`src/rtl/eth_tx_sched.sv`:
```
// eth_tx_sched: two-requester round-robin RMII transmitter with preamble/SFD insertion, underrun drain and IFG timing.
module eth_tx_sched #(
    parameter int PRE_BYTES = 7,
    parameter int IFG_BYTES = 12
) (
    input  logic       clk,
    input  logic       reset,
    input  logic       req0_vld,
    input  logic [7:0] req0_data,
    input  logic       req0_last,
    input  logic       req1_vld,
    input  logic [7:0] req1_data,
    input  logic       req1_last,
    output logic       req0_rdy,
    output logic       req1_rdy,
    output logic [1:0] eth_txd,
    output logic       eth_tx_en,
    output logic       busy,
    output logic       grant,
    output logic       underrun
);
    localparam int PRE_N = PRE_BYTES * 4;
    localparam int IFG_N = IFG_BYTES * 4;
    localparam int MAX_N = PRE_N > IFG_N ? PRE_N : IFG_N;
    localparam int CW = $clog2(MAX_N + 1);

    typedef enum logic [2:0] {IDLE, PRE, SFD, DATA, DRAIN, IFG} state_t;

    state_t state_q, state_d;
    logic [CW-1:0] cnt_q, cnt_d;
    logic [7:0] byte_q, byte_d;
    logic lastb_q, lastb_d, grant_q, grant_d, lastg_q, lastg_d, en_q, en_d;
    logic [1:0] txd_q, txd_d;
    logic g_vld, g_last, g_rdy, byte_end, hs_slot;
    logic [7:0] g_data;

    assign g_vld = grant_q ? req1_vld : req0_vld;
    assign g_last = grant_q ? req1_last : req0_last;
    assign g_data = grant_q ? req1_data : req0_data;
    assign byte_end = cnt_q == CW'(3);
    // The next byte is fetched on the last dibit so it is on the wire the following cycle.
    assign hs_slot = byte_end && (state_q == SFD || (state_q == DATA && !lastb_q));
    assign g_rdy = hs_slot || (state_q == DRAIN && g_vld);
    assign req0_rdy = g_rdy && !grant_q;
    assign req1_rdy = g_rdy && grant_q;
    assign underrun = hs_slot && !g_vld;
    assign busy = state_q != IDLE;
    assign grant = grant_q;
    assign eth_txd = txd_q;
    assign eth_tx_en = en_q;

    always_comb begin
        state_d = state_q;
        cnt_d = cnt_q + CW'(1);
        byte_d = byte_q;
        lastb_d = lastb_q;
        grant_d = grant_q;
        lastg_d = lastg_q;
        txd_d = 2'b00;
        en_d = 1'b0;
        case (state_q)
            IDLE: begin
                cnt_d = '0;
                if (req0_vld || req1_vld) begin
                    grant_d = (req0_vld && req1_vld) ? !lastg_q : req1_vld;
                    lastg_d = grant_d;
                    state_d = PRE;
                    txd_d = 2'b01;
                    en_d = 1'b1;
                end
            end
            PRE: begin
                en_d = 1'b1;
                txd_d = 2'b01;
                if (cnt_q == CW'(PRE_N - 1)) begin
                    state_d = SFD;
                    cnt_d = '0;
                end
            end
            SFD, DATA: begin
                en_d = 1'b1;
                txd_d = state_q == SFD ? (cnt_q == CW'(2) ? 2'b11 : 2'b01)
                                       : byte_q[{cnt_q[1:0] + 2'd1, 1'b0} +: 2];
                if (byte_end) begin
                    cnt_d = '0;
                    if (state_q == DATA && lastb_q) begin
                        state_d = IFG;
                        en_d = 1'b0;
                        txd_d = 2'b00;
                    end else if (g_vld) begin
                        state_d = DATA;
                        byte_d = g_data;
                        lastb_d = g_last;
                        txd_d = g_data[1:0];
                    end else begin
                        state_d = DRAIN;
                        en_d = 1'b0;
                        txd_d = 2'b00;
                    end
                end
            end
            DRAIN: begin
                cnt_d = '0;
                state_d = (g_vld && g_last) ? IFG : DRAIN;
            end
            IFG: begin
                if (cnt_q == CW'(IFG_N - 1)) begin
                    state_d = IDLE;
                    cnt_d = '0;
                end
            end
            default: state_d = IDLE;
        endcase
    end

    always_ff @(posedge clk or posedge reset) begin
        if (reset) begin
            state_q <= IDLE;
            cnt_q <= '0;
            byte_q <= '0;
            lastb_q <= 1'b0;
            grant_q <= 1'b0;
            lastg_q <= 1'b1;
            txd_q <= 2'b00;
            en_q <= 1'b0;
        end else begin
            state_q <= state_d;
            cnt_q <= cnt_d;
            byte_q <= byte_d;
            lastb_q <= lastb_d;
            grant_q <= grant_d;
            lastg_q <= lastg_d;
            txd_q <= txd_d;
            en_q <= en_d;
        end
    end
endmodule

```
`config.mk`:
```
export PLATFORM = sky130hd
export DESIGN_NAME = eth_tx_sched
export DESIGN_NICKNAME = d
export VERILOG_FILES = /design/src/rtl/eth_tx_sched.sv
export SDC_FILE = /design/constraint.sdc
export NUM_CORES = 1
export LEC_CHECK = 0
export BUFFER_PORTS_ARGS = -buffer_cell sky130_fd_sc_hd__buf_2
export CORE_AREA = 5 5 73 75
export CTS_CLUSTER_SIZE = 25
export DETAILED_ROUTE_END_ITERATION = 8
export DIE_AREA = 0 0 78 80
export GPL_TIMING_DRIVEN = 1
export RECOVER_POWER = 50
export SYNTH_ARGS = -nofsm -noshare
export SYNTH_HDL_FRONTEND = slang
export SYNTH_SLANG_ARGS = --single-unit
```
`constraint.sdc`:
```
create_clock -name clk -period 2.59 [get_ports clk]
set_clock_uncertainty 0.2 [all_clocks]
set_input_delay 0.3885 -clock clk [delete_from_list [all_inputs] [get_ports clk]]
set_output_delay 0.3885 -clock clk [all_outputs]
set_load 0.01 [all_outputs]
```
==> results by group <==
Setup path
  • R2R Setup Slk: 470 ps
  • Path depth of the worst reg2reg path: 6
  • Crit Reg-Reg Startpoint: cnt_q[0]$_DFF_PP0_
  • Critical Path Start: cnt_q[3]$_DFF_PP0_
  • Setup crit end kind: output pin
  • Crit path kind: reg -> out
  • Critical Path RT: 2000 ps
  • Critical path launch point type: flop
  • Critical-path cell list: nor4_4 > nand2_2 > o21ai_0 > nor2b_1 > buf_2
  • Slowest-stage cell, CP: dfrtp_1
  • Worst setup path endpoint: req0_rdy
  • Crit-path max cell delay: 450 ps
  • RR Endpoint: eth_txd[0]$_DFF_PP0_
  • Max Fanout on Critical Path: 7
  • CP arrival: 1750 ps

Run
  • Max-cap violation count: 0

Clock network
  • H-tree Lvls: 1
  • Clk_lat worst skew: 260 ps
  • Clock transition at path regs: 80 ps
  • CTS tree: done
  • Maximum buffer depth of the clock tree: 2
  • Post-CTS setup buffers: 0
  • Root Driver: clkbuf_8
  • Num CTS Buffers: 3
  • Sink Count: 23

Floorplan
  • FP Rows: 25
  • DIE AREA: 6240 µm²
  • Core Box Area: 4600 µm²
  • Effective utilization at floorplan: 29.2%
  • I/O pin count: 30
  • Die Ht: 80 µm
  • Die X: 78 µm

GRT
  • GRT overflow: 0
  • Antenna violations before repair: 0
  • First-pass GRT wire length: 4850 µm
  • Maximum number of pins on one net before global-route repair: 24
  • GR Util All Layers: 9.51%
  • Vias in the first global route: 1011

Place
  • Detail Placement HPWL: 2150 µm
  • Gpl congestion: 0.762
  • # port buffers: 29

Synthesis
  • Sequential area share after synthesis: 42.9%
  • Top area cells in the synthesized netlist: dfrtp_1 41%, mux2_2 13%, nor3_1 3.4%
  • Synth area leader: dfrtp_1
  • Syn Area/Cell: 10.5 µm²
  • Mapped Area: 1340 µm²
  • XOR/XNOR Fraction of Synth Area: 2.61%
  • Yosys reg bits: 23
  • Synth Warn #: 0
  • Post-synthesis cell count: 128
  • Syn_nets: 152
  • Most used flip-flop cell after synthesis: dfrtp_1
  • Count of different cell masters after synthesis: 38
  • Simple-gate share of the synthesized area: 18.0%
  • Synth Area in Compound Gates: 12.0%
  • Commonest cells post-synth: 22 x dfrtp_1, 16 x mux2_2, 9 x nor3_1
  • Largest family of logic cells by synthesized area: multiplexers
  • Synth top area share: 41.0%
  • Post-synth EDFFs: 0
  • Top-count cell post-synth: dfrtp_1
  • Post-synth ARST share: 100%
  • Multiplexer share of the synthesized area: 19.0%
  • Area share of fa/ha/maj cells after synthesis: 1.86%

Timing
  • Max Slew Vio Count: 0
  • Fmax: 427 MHz
  • Max-Slew Margin vs Limit: 20.0%
  • Worst-Margin Slew: 1200 ps
  • Final hold violations: 0
  • RSZ-0062 raised after global routing: no
  • Final worst-path cycle share: 90.5%
  • Period minus WS final: 2340 ps
  • Endpoints failing setup: 0
  • Setup TNS: 0 ps

Final layout
  • P&R area growth vs syn: 19.1%
  • Ant diodes: 0
  • Layout cell share with drive strength beyond 1: 35.6%
  • FILL cells: 474
  • Nets: 185

Drt
  • Iter 0 DRT Violations: 75
  • Routed WL: 2770 µm
  • DR DRC count: 0
  • Post-DRT Antenna Nets: 0
  • DR pass1 iterations: 4
  • Via/cell ratio: 4.86
  • Routed WL per cell: 12.9 µm
  • Via count: 1040

Worst hold path
  • Hold Path Origin: req1_vld
  • Type of the worst min-delay path: in -> reg

Power
  • Leakage dissipation: 0.714 nW
  • Worst IR drop on VDD: 0.000169 V
  • Power Density: 381 nW/µm²
  • Post-route total power: 0.609 mW

Status
  • Status: finished clean
## flip-flops by register name, indices dropped and copies added, names as in the netlist
signal,flops
byte_q,8
eth_txd,2
eth_tx_en,1
lastg_q,1
state_q,3
cnt_q,6
grant,1
lastb_q,1
## per-layer routing
layer	routed length, µm	part of all wire, %	vias up	global-route usage, %
met5	0	0	-	0
met4	17	0.61	0	2.53
met3	175	6.3	2	2.82
met2	1250	45	20	15.1
met1	1330	48	490	12.5
li1	-	-	528	-
## cell usage in the layout, fill, tap and decap left out, drive strengths merged
cell type    synthesis  final
o221ai               1      1
a21oi                8      8
nor2b                4      4
a21o                 1      1
and2                 1      1
mux2i                3      3
xor2                 1      1
mux4                 2      2
a211oi               2      2
o21a                 1      1
a31o                 1      1
nor2                 5      5
dlygate4sd3          0      1
o2bb2ai              1      1
mux2                16     16
inv                  6      6
a2111o               1      1
o21ai                6      6
xnor2                3      3
nand2                9      9
clkbuf               4      8
nor3                 9      9
a31oi                1      1
or2                  1      1
nand3                4      4
nor4b                1      1
a311oi               1      1
nand2b               2      2
or3                  1      1
buf                  1     28
ha                   2      2
dfrtp               22     22
a221oi               1      1
and3                 3      3
dfstp                1      1
nor4                 1      1
nand3b               1      1
## worst max-delay path, delay by kind of cell, from the launching register on
family	cells	cell delay [ps]
DFF	1	450
and+or+nand+nor	3	650
buffers and inverters	1	130
AOI/OAI and AO/OA	1	260
## final cells by class
cell class	count	area (µm²)	area share, %
well taps	54	67.6	4.22
multi-input cells	94	718	44.9
clock buffers	4	45.0	2.81
repair buffers	33	170	10.6
inverters	6	22.5	1.41
flip-flops and latches	23	577	36.0
## logic make-up after synthesis
group | after synthesis
AND/OR/NAND/NOR | 42
AO/OA/AOI/OAI | 25
flip-flops | 23
multiplexers | 21
buffers and inverters | 11
XOR/XNOR | 4
adder cells (fa/ha/maj) | 2
## stage by stage
stage | area, µm² | hold slack [ps] | utilization (%) | instances | setup slack (ps)
after floorplan | 1340 | 190 | - | 128 | 610
after global placement | 1550 | 257 | 33.8 | 209 | 479
after detailed placement | 1550 | 246 | 33.8 | 209 | 467
after CTS | 1610 | 203 | 35.0 | 214 | 218
after global routing | 1600 | 219 | 34.8 | 214 | 109
final | 1600 | 203 | 34.8 | 214 | 247
## worst min path at each step
stage               cells after the start                     to
floorplan                               1  byte_q[0]$_DFFE_PP0P_
global placement                        3     cnt_q[5]$_DFF_PP0_
detailed placement                      3     cnt_q[5]$_DFF_PP0_
CTS                                     3    lastg_q$_DFFE_PP1P_
global route                            3    lastg_q$_DFFE_PP1P_
finish                                  3    lastg_q$_DFFE_PP1P_
## where the power goes
part           switching, mW  internal [mW]
logic                 0.0159         0.0180
clock network          0.107          0.109
registers                  0          0.359
total                  0.123          0.486
## what timing repair did
item,in CTS,in global routing
hold endpoints to repair,22,0
hold buffers,1,0
gates resized for setup,0,0
Note: power is estimated with default switching activity, not from simulation.
